**src/rtl/uart_reg_bridge_if.sv**
```systemverilog
// uart_reg_bridge_if: UART byte streams plus single-byte register bus around the bridge.
interface uart_reg_bridge_if #(
   parameter int ADDR_W = 7
);
   logic [7:0] rx_data;
   logic rx_valid;
   logic [7:0] tx_data;
   logic tx_valid;
   logic tx_ready;
   logic [ADDR_W-1:0] reg_addr;
   logic [7:0] reg_wdata;
   logic reg_we;
   logic reg_re;
   logic [7:0] reg_rdata;
   logic overrun;
   logic timeout;
   modport master (
      output rx_data, rx_valid, tx_ready, reg_rdata,
      input tx_data, tx_valid, reg_addr, reg_wdata, reg_we, reg_re, overrun, timeout
   );
   modport slave (
      input rx_data, rx_valid, tx_ready, reg_rdata,
      output tx_data, tx_valid, reg_addr, reg_wdata, reg_we, reg_re, overrun, timeout
   );
endinterface

```
**src/rtl/uart_reg_bridge.sv**
```systemverilog
// uart_reg_bridge: decodes host command frames into single-byte register writes/reads,
// returns read data to the UART transmitter and abandons truncated write frames.
module uart_reg_bridge #(
   parameter int ADDR_W = 7,
   parameter int TIMEOUT_CYC = 100000
) (
   input logic clk,
   input logic n_reset,
   uart_reg_bridge_if.slave bus
);
   localparam int CW = $clog2(TIMEOUT_CYC);
   typedef enum logic [2:0] {IDLE, WAIT_DATA, WRITE, READ_REQ, READ_CAP, SEND} state_t;
   state_t state, nxt;
   logic [CW-1:0] cnt;
   logic tmo;
   logic busy;
   logic [ADDR_W-1:0] addr;
   logic [7:0] wdata;
   logic [7:0] tdata;
   logic ovr;
   assign busy = state inside {WRITE, READ_REQ, READ_CAP, SEND};
   // a data byte on the terminal-count cycle still completes the frame
   always_comb begin
      nxt = state;
      tmo = 1'b0;
      case (state)
         IDLE: nxt = bus.rx_valid ? (bus.rx_data[7] ? WAIT_DATA : READ_REQ) : IDLE;
         WAIT_DATA: begin
            tmo = !bus.rx_valid && cnt == CW'(TIMEOUT_CYC - 1);
            nxt = bus.rx_valid ? WRITE : (tmo ? IDLE : WAIT_DATA);
         end
         WRITE: nxt = IDLE;
         READ_REQ: nxt = READ_CAP;
         READ_CAP: nxt = SEND;
         SEND: nxt = bus.tx_ready ? IDLE : SEND;
         default: nxt = IDLE;
      endcase
   end
   always_ff @(posedge clk or negedge n_reset) begin
      if (!n_reset) begin
         state <= IDLE;
         cnt <= '0;
         addr <= '0;
         wdata <= '0;
         tdata <= '0;
         ovr <= 1'b0;
      end else begin
         state <= nxt;
         cnt <= (state == WAIT_DATA && !bus.rx_valid && !tmo) ? cnt + CW'(1) : '0;
         if (state == IDLE && bus.rx_valid) addr <= bus.rx_data[ADDR_W-1:0];
         if (state == WAIT_DATA && bus.rx_valid) wdata <= bus.rx_data;
         if (state == READ_CAP) tdata <= bus.reg_rdata;
         if (busy && bus.rx_valid) ovr <= 1'b1;
      end
   end
   assign bus.reg_addr = addr;
   assign bus.reg_wdata = wdata;
   assign bus.reg_we = state == WRITE;
   assign bus.reg_re = state == READ_REQ;
   assign bus.tx_data = tdata;
   assign bus.tx_valid = state == SEND;
   assign bus.overrun = ovr;
   assign bus.timeout = tmo;
endmodule

```
**src/flat_wrapper.sv**
```systemverilog
// flat-port wrapper written by rule: the top's interface ports become plain ports
module uart_reg_bridge_flat 
#(
   parameter int ADDR_W = 7,
   parameter int TIMEOUT_CYC = 100000
)
  (clk, n_reset, bus_rx_data, bus_rx_valid, bus_tx_ready, bus_reg_rdata, bus_tx_data, bus_tx_valid, bus_reg_addr, bus_reg_wdata, bus_reg_we, bus_reg_re, bus_overrun, bus_timeout);
  uart_reg_bridge_if #(.ADDR_W(ADDR_W)) bus_i ();
  input logic clk;
  input logic n_reset;
  input wire logic [$bits(bus_i.rx_data)-1:0] bus_rx_data;
  input wire logic [$bits(bus_i.rx_valid)-1:0] bus_rx_valid;
  input wire logic [$bits(bus_i.tx_ready)-1:0] bus_tx_ready;
  input wire logic [$bits(bus_i.reg_rdata)-1:0] bus_reg_rdata;
  output wire logic [$bits(bus_i.tx_data)-1:0] bus_tx_data;
  output wire logic [$bits(bus_i.tx_valid)-1:0] bus_tx_valid;
  output wire logic [$bits(bus_i.reg_addr)-1:0] bus_reg_addr;
  output wire logic [$bits(bus_i.reg_wdata)-1:0] bus_reg_wdata;
  output wire logic [$bits(bus_i.reg_we)-1:0] bus_reg_we;
  output wire logic [$bits(bus_i.reg_re)-1:0] bus_reg_re;
  output wire logic [$bits(bus_i.overrun)-1:0] bus_overrun;
  output wire logic [$bits(bus_i.timeout)-1:0] bus_timeout;
  assign bus_i.rx_data = bus_rx_data;
  assign bus_i.rx_valid = bus_rx_valid;
  assign bus_i.tx_ready = bus_tx_ready;
  assign bus_i.reg_rdata = bus_reg_rdata;
  assign bus_tx_data = bus_i.tx_data;
  assign bus_tx_valid = bus_i.tx_valid;
  assign bus_reg_addr = bus_i.reg_addr;
  assign bus_reg_wdata = bus_i.reg_wdata;
  assign bus_reg_we = bus_i.reg_we;
  assign bus_reg_re = bus_i.reg_re;
  assign bus_overrun = bus_i.overrun;
  assign bus_timeout = bus_i.timeout;
  uart_reg_bridge #(.ADDR_W(ADDR_W), .TIMEOUT_CYC(TIMEOUT_CYC)) u_core (.clk(clk), .n_reset(n_reset), .bus(bus_i));
endmodule
```
**config.mk**
```make
export PLATFORM = sky130hd
export DESIGN_NAME = uart_reg_bridge_flat
export DESIGN_NICKNAME = d
export VERILOG_FILES = /design/src/rtl/uart_reg_bridge_if.sv /design/src/rtl/uart_reg_bridge.sv /design/src/flat_wrapper.sv
export SDC_FILE = /design/constraint.sdc
export NUM_CORES = 1
export LEC_CHECK = 0
export ABC_AREA = 0
export CAP_MARGIN = 20
export CORE_MARGIN = 3
export CORE_UTILIZATION = 48
export DETAILED_ROUTE_END_ITERATION = 12
export PLACE_DENSITY = 0.79
export SYNTH_ARGS = -nofsm -noshare
export SYNTH_HDL_FRONTEND = slang
export SYNTH_SLANG_ARGS = --single-unit
```
**constraint.sdc**
```tcl
create_clock -name clk -period 2.4 [get_ports clk]
set_clock_uncertainty 0.1 [all_clocks]
set_input_delay 0.48 -clock clk [delete_from_list [all_inputs] [get_ports clk]]
set_output_delay 0.48 -clock clk [all_outputs]
set_load 0.01 [all_outputs]
```
### After elaboration in Yosys (flattened, before gate mapping)

Cells that the tools add are included.

* add/subtract/negate cells: 1
* reductions and logical operators: 10
* eq/ne operators: 6
* mux-type cells: 8

Operators with widths (count)
* $add A17 B1 Y17 const B: 1
* $eq A17 B17 Y1 const B: 1
* $mux W17: 1
* $pmux W3 S5: 1
* $mux W3: 3
* $eq A3 B2 Y1 const B: 2
* $eq A3 B3 Y1 const B: 2
* $logic_and A1 B1 Y1: 6
* $reduce_bool A4 Y1: 1
* $eq A3 B1 Y1 const B: 1
* $logic_not A3 Y1: 1
* $logic_not A1 Y1: 2
* $mux W1: 2
* $mux W2: 1

* logic and storage cells: 31
* register bits: 44
* output and inout port bits: 28
* input bits: 20

### Depth between registers and ports, before layout

Gate-level depths: netlist of the first run.

* depth after elaboration: 6
* mapped depth: 6
* depth with buffers taken out: 5

### Least setup slack after synthesis of the first run

OpenSTA, ideal clock, no wires.

* path type: register -> output
* start: register u_core.cnt[5]
* end: output bus_timeout
* setup slack: 0.354 ns
* buffers on the path: 1
* required time: 1.820 ns
* cell stages (with the launch flop): 6
* arrival: 1.466 ns
* path through: dfrtp_1 -> clkbuf_1 -> or4b_1 -> nor3_1 -> nand2_1 -> nor2_1

* cells in the longest elaborated chain, start to end: 3

Ends and longest elaborated chain
* start: declaration: line uart_reg_bridge.sv:14 `logic [CW-1:0] cnt;`
* start signal: assignment: line uart_reg_bridge.sv:49 `cnt <= (state == WAIT_DATA && !bus.rx_valid && !tmo) ? cnt + CW'(1) : '0;`
* $eq A17 B17 Y1: line uart_reg_bridge.sv:29 `tmo = !bus.rx_valid && cnt == CW'(TIMEOUT_CYC - 1);`
* $logic_and A1 B1 Y1: line uart_reg_bridge.sv:29
* $mux W1: line uart_reg_bridge.sv:26 `case (state)`
* end: declaration: line flat_wrapper.sv:22 `output wire logic [$bits(bus_i.timeout)-1:0] bus_timeout;`

No other way between the ends.

### Worst setup path in the final report of the first run

* start: register u_core.cnt[14]
* end: output bus_timeout

Same word-level chain as after synthesis.

==> results.sh, run 1 <==
export IMPL_outcome="complete, but fails checks"
export IMPL_violations="negative setup slack"
export IMPL_crit_family="simple AND/OR/NAND/NOR gates"
export IMPL_total_power_mw=2.74
export IMPL_yosysSeqAreaShare=0.575
export IMPL_crit_chain="or4b_4 -> nor3_4 -> nand2_1 -> nor2_1 -> buf_2"
export IMPL_synth_edff_count=0
export IMPL_synth_net_count=180
export IMPL_wirelength_um=4370
export IMPL_max_freq_mhz=416
export IMPL_ir_drop_v=0.000721
export IMPL_h_tree_depth=2
export IMPL_core_area_um2=3740
export IMPL_io_buffers=47
export IMPL_postCtsHoldBufs=0
export IMPL_synth_ff_type="dfrtp_1"
export IMPL_fin_area_um2=2740
export IMPL_drcViolationCount=0
export IMPL_report_final_slew_viol_count=0
export IMPL_crit_arrival_ns=1.82
export IMPL_firstDrtPassIters=4
export IMPL_start_kind="flip-flop"
export IMPL_ioPinCount=48
export IMPL_worstMarginPinSlew_ns=0.601
export IMPL_cts_tree="built"
export IMPL_grt_overflow=0
export IMPL_critPathBufInv=1
export IMPL_yosys_warnings=0
export IMPL_slew_headroom=0.598
export IMPL_power_leakage_nw=1.15
export IMPL_path_clk_slew_ns=0.08
export IMPL_avgSynthCellArea_um2=12.0
export IMPL_grt_pass1_vias=1623
export IMPL_die_area_um2=4780
export IMPL_async_flop_share=1.00
export IMPL_vias_per_cell=5.29
export IMPL_std_cell_rows=22
export IMPL_cts_max_path_buffers=2
export IMPL_die_x_um=69.2
export IMPL_fillers=261
export IMPL_area_delta_synth_final_pct=42.9
export IMPL_gp_congestion=0.894
export IMPL_r2r_cells=10
export IMPL_multiInputGateArea_um2=801
export IMPL_drive_gt1_frac=0.281
export IMPL_synth_cell_type_count=30
export IMPL_final_cell_mix="45 x clkdlybuf4s50_1, 44 x dfrtp_1, 24 x buf_4"
export IMPL_max_stage_delay_ns=0.56
export IMPL_synth_top_cell_area_share=0.575
export IMPL_setup_ws_ns=-0.00254
export IMPL_die_height_um=69.2
export IMPL_cp_startpoint="u_core.cnt[14]"
export IMPL_cts_buffers=5
export IMPL_vias=1498
export IMPL_period_needed_ns=2.40
export IMPL_root_buffer="clkbuf_8"
export IMPL_drtIter0Drc=85
export IMPL_dp_hpwl_um=3170
export IMPL_ys_seq_elements=44
export IMPL_antenna_found_initial=0
export IMPL_antenna_left=0
export IMPL_regArea_um2=1100
export IMPL_synth_area_um2=1910
export IMPL_track_usage=0.199
export IMPL_finalNetCount=255
export IMPL_power_density_cell_area_nw_per_um2=1000
export IMPL_cpMaxStageDelayCell="or4b_4"
export IMPL_finalSetupViolCount=1
export IMPL_hold_viol_final=0
export IMPL_grt_max_degree=19
export IMPL_post_route_period_util=1.00
export IMPL_grt_pass1_wl_um=7520
export IMPL_maxCapViolations=0
export IMPL_grt_setup_unrepaired="yes"
export IMPL_place_area_um2=2550
export IMPL_cts_sinks=44
export IMPL_n_antenna_cell=0
export IMPL_mostFrequentLayoutCell="clkdlybuf4s50_1"
export IMPL_path_depth=5
export IMPL_insertion_delay_ns=0.29
export IMPL_synth_top_area_cell="dfrtp_1"
export IMPL_synthCells=159
export IMPL_crit_path_end_kind="primary output"
export IMPL_post_drt_wl_per_cell_um=15.4
export IMPL_hold_ws_ns=0.00779
export IMPL_worstPathMaxFanout=2
export IMPL_start_util=0.511
export IMPL_critPathRequiredTime_ns=1.82
export IMPL_hold_path_class="in -> async"
export IMPL_reg2reg_from="u_core.cnt[14]"
export IMPL_ys_top_cells_by_area="dfrtp_1 58%, mux2_2 14%, xnor2_1 4.1%, nor2_1 3.9%, xor2_1 2.3%"
export IMPL_critPathKind="reg -> out"
-- per-stage QoR --
stage | std cells | setup slack, ns | TNS [ns] | util
final | 283 | -0.00254 | -0.00254 | 0.731
after global routing | 283 | -0.0185 | -0.0185 | 0.731
after CTS | 282 | 0.0481 | 0 | 0.724
after detailed placement | 268 | -0.154 | -0.154 | 0.682
after global placement | 268 | -0.148 | -0.148 | 0.682
after floorplan | 159 | 0.354 | 0 | -
-- worst paths after layout --
path	to	slack [ns]
hold / removal	u_core.cnt[12]	0.008
setup reg to reg	u_core.state[0]	0.07
max in group asynchronous	u_core.cnt[16]	1.65
min in group clk	u_core.bus.overrun	0.38
hold reg to reg	u_core.bus.overrun	0.38
setup / recovery	bus_timeout	-0.003
-- synth_stat cells, types with 2 or more instances --
cell / n
a21o_1: 2
a21oi_1: 2
and3_1: 3
clkbuf_1: 2
dfrtp_1: 44
inv_1: 6
mux2_2: 23
nand2_1: 5
nand2b_1: 3
nand3_1: 6
nand4_1: 4
nor2_1: 20
nor3_1: 3
nor4_1: 4
o21ai_0: 2
or3_1: 3
or4_1: 2
xnor2_1: 9
xor2_1: 5
-- layout make-up --
cell class	count	share of cell area
inverter	6	0.00823
sequential	44	0.402
timing repair buffer	71	0.234
multi-input combinational	106	0.293
clock buffer	5	0.0251
clock inverter	3	0.0155
tap	48	0.0219
-- per-layer routing --
layer  track usage  routed length (um)  vias up
met5             0                   0        -
met4         0.102                 102        0
met3        0.0656                 292       11
met2         0.326                2170       58
met1         0.231                1800      719
li1              -                   -      710
-- logic make-up after synthesis --
logic type / Yosys count / share of synthesized area
AO/OA/AOI/OAI: 9 / 0.0314
XOR/XNOR: 14 / 0.0641
adder cells (fa/ha/maj): 1 / 0.00653
buffers and inverters: 9 / 0.0196
flip-flops: 44 / 0.575
multiplexers: 23 / 0.135
AND/OR/NAND/NOR: 59 / 0.168
-- report_power, final --
part           internal, mW  total (mW)  switching (mW)
Clock                 0.308       0.561           0.253
Sequential            0.969        1.11           0.146
Combinational         0.658        1.06           0.403
Total                  1.93        2.74           0.802
-- sequential cells by signal, summed over array words and instances (netlist names) --
register              count
u_core.bus.reg_wdata      8
u_core.bus.tx_data        8
u_core.state              3
u_core.bus.reg_addr       7
u_core.cnt               17
u_core.bus.overrun        1
-- what timing repair did --
action | CTS | global route
pin swaps | 1 | 3
setup endpoints to repair | 1 | 17
gates resized for setup | 5 | 4
setup buffers | 6 | 1
Power figures use the tool's default switching activity.
==> run 2, diff against run 1 <==
--- a/config.mk
+++ b/config.mk
@@ -6,6 +6,7 @@
 export NUM_CORES = 1
 export LEC_CHECK = 0
 export ABC_AREA = 0
+export ABC_CLOCK_PERIOD_IN_PS = 2400
 export CAP_MARGIN = 20
 export CORE_MARGIN = 3
 export CORE_UTILIZATION = 48
==> results of run 2 <==
The final DEF is identical to that of run 1; final timing and power are the same.
==> run 3, diff against run 2 <==
--- a/config.mk
+++ b/config.mk
@@ -11,7 +11,7 @@
 export CORE_MARGIN = 3
 export CORE_UTILIZATION = 48
 export DETAILED_ROUTE_END_ITERATION = 12
-export PLACE_DENSITY = 0.79
+export PLACE_DENSITY = 0.76
 export SYNTH_ARGS = -nofsm -noshare
 export SYNTH_HDL_FRONTEND = slang
 export SYNTH_SLANG_ARGS = --single-unit
==> results.sh, run 3 (synthesis gave the netlist of run 1 again) <==
export IMPL_mostFrequentLayoutCell="clkdlybuf4s50_1"
export IMPL_hold_path_class="in -> async"
export IMPL_h_tree_depth=2
export IMPL_outcome="finished, final reports clean"
export IMPL_cts_tree="built"
export IMPL_crit_arrival_ns=1.75
export IMPL_die_area_um2=4780
export IMPL_critPathKind="reg -> out"
export IMPL_cts_sinks=44
export IMPL_track_usage=0.203
export IMPL_worstPathMaxFanout=2
export IMPL_cts_buffers=5
export IMPL_drcViolationCount=0
export IMPL_grt_max_degree=28
export IMPL_max_stage_delay_ns=0.56
export IMPL_antenna_found_initial=0
export IMPL_path_clk_slew_ns=0.08
export IMPL_firstDrtPassIters=4
export IMPL_postCtsHoldBufs=0
export IMPL_crit_chain="or4b_4 -> nor3_4 -> nand2_1 -> nor2_1 -> buf_2"
export IMPL_post_place_ws_ns=-0.167
export IMPL_period_needed_ns=2.33
export IMPL_largest_reg_flops=17
export IMPL_hold_ws_ns=0.0826
export IMPL_final_cell_mix="45 x clkdlybuf4s50_1, 44 x dfrtp_1, 23 x mux2_2"
export IMPL_start_util=0.511
export IMPL_core_area_um2=3740
export IMPL_finalNetCount=253
export IMPL_post_route_period_util=0.969
export IMPL_slew_headroom=0.575
export IMPL_die_height_um=69.2
export IMPL_vias=1481
export IMPL_cts_max_path_buffers=2
export IMPL_pwr_share_comb=0.390
export IMPL_top_register="u_core.cnt"
export IMPL_io_buffers=47
export IMPL_max_freq_mhz=430
export IMPL_finalSetupViolCount=0
export IMPL_antenna_left=0
export IMPL_grt_overflow=0
export IMPL_ioPinCount=48
export IMPL_wirelength_um=4550
export IMPL_ir_drop_v=0.000638
export IMPL_fin_area_um2=2710
export IMPL_maxCapViolations=0
export IMPL_critPathRequiredTime_ns=1.82
export IMPL_grt_pass1_wl_um=7710
export IMPL_reg2reg_from="u_core.cnt[14]"
export IMPL_root_buffer="clkbuf_8"
export IMPL_grt_setup_unrepaired="no"
export IMPL_crit_path_end_kind="primary output"
export IMPL_cp_startpoint="u_core.cnt[14]"
export IMPL_dp_hpwl_um=3250
export IMPL_netSwitchingFraction=0.294
export IMPL_fin_cells=281
export IMPL_cpMaxStageDelayCell="or4b_4"
export IMPL_seqPwrFrac=0.407
export IMPL_p_clk_frac=0.203
export IMPL_setup_ws_ns=0.0745
export IMPL_n_antenna_cell=0
export IMPL_start_kind="flip-flop"
export IMPL_grt_pass1_vias=1659
export IMPL_power_density_cell_area_nw_per_um2=1010
export IMPL_vias_per_cell=5.27
export IMPL_drtIter0Drc=98
export IMPL_drive_gt1_frac=0.270
export IMPL_die_x_um=69.2
export IMPL_power_leakage_nw=1.14
export IMPL_area_delta_synth_final_pct=41.6
export IMPL_worstMarginPinSlew_ns=0.635
export IMPL_p_sw_uw=808
export IMPL_total_power_mw=2.75
export IMPL_insertion_delay_ns=0.30
export IMPL_place_area_um2=2570
export IMPL_report_final_slew_viol_count=0
export IMPL_p_int_mw=1.94
export IMPL_post_drt_wl_per_cell_um=16.2
export IMPL_place_inst=270
export IMPL_std_cell_rows=22
export IMPL_hold_viol_final=0
export IMPL_gp_congestion=0.891
export IMPL_fillers=271
run 3: through the flow:
step	utilization	TNS [ns]
finish	0.724	0
global route	0.724	0
CTS	0.719	0
detailed placement	0.686	-0.167
global placement	0.686	-0.143
floorplan	-	0
run 3: power groups by stage:
| stage | logic, mW | clock network, mW | registers [mW] |
|---|---|---|---|
| after floorplan | 0.394 | 0 | 1.19 |
| after global placement | 1.06 | 0 | 1.10 |
| after detailed placement | 1.08 | 0 | 1.12 |
| after CTS | 1.08 | 0.567 | 1.12 |
| after global routing | 1.16 | 0.603 | 1.15 |
| final | 1.07 | 0.557 | 1.12 |
run 3: layout make-up:
cell class	count	area (um2)	share of cell area
Sequential cell	44	1100	0.406
Multi-Input combinational cell	106	795	0.293
Timing Repair Buffer	69	626	0.231
Clock buffer	6	72.6	0.0268
Tap cell	48	60.1	0.0222
Clock inverter	2	35.0	0.0129
Inverter	6	22.5	0.00831
run 3: repair_timing:
action                     in CTS  in global routing
setup endpoints to repair       1                  1
setup buffers                   1                  2
cloned                          0                  0
resized for setup               7                  1
pin swaps                       1                  2
run 3: per-layer routing:
layer | vias up | wire length, um | part of all wire | GRT usage
li1 | 695 | - | - | -
met1 | 734 | 2010 | 0.44 | 0.244
met2 | 43 | 2140 | 0.47 | 0.331
met3 | 9 | 319 | 0.070 | 0.0773
met4 | 0 | 73 | 0.016 | 0.0781
met5 | - | 0 | 0 | 0
run 3: worst paths after layout:
path                                      endpoint  slack [ns]  cells past startpoint
max in group asynchronous  u_core.bus.reg_wdata[0]        1.54                      2
max reg2reg                        u_core.state[0]        0.37                      6
min in group clk                u_core.bus.overrun        0.37                      1
max                                    bus_timeout        0.07                      5
min reg2reg                     u_core.bus.overrun        0.37                      1
min                                 u_core.cnt[15]        0.08                      1
run 3: critical path, delay by kind of cell (launching register included):
kind	cells	cell delay, ns
AND/OR/NAND/NOR	4	0.92
buffers and inverters	1	0.14
flip-flops	1	0.38
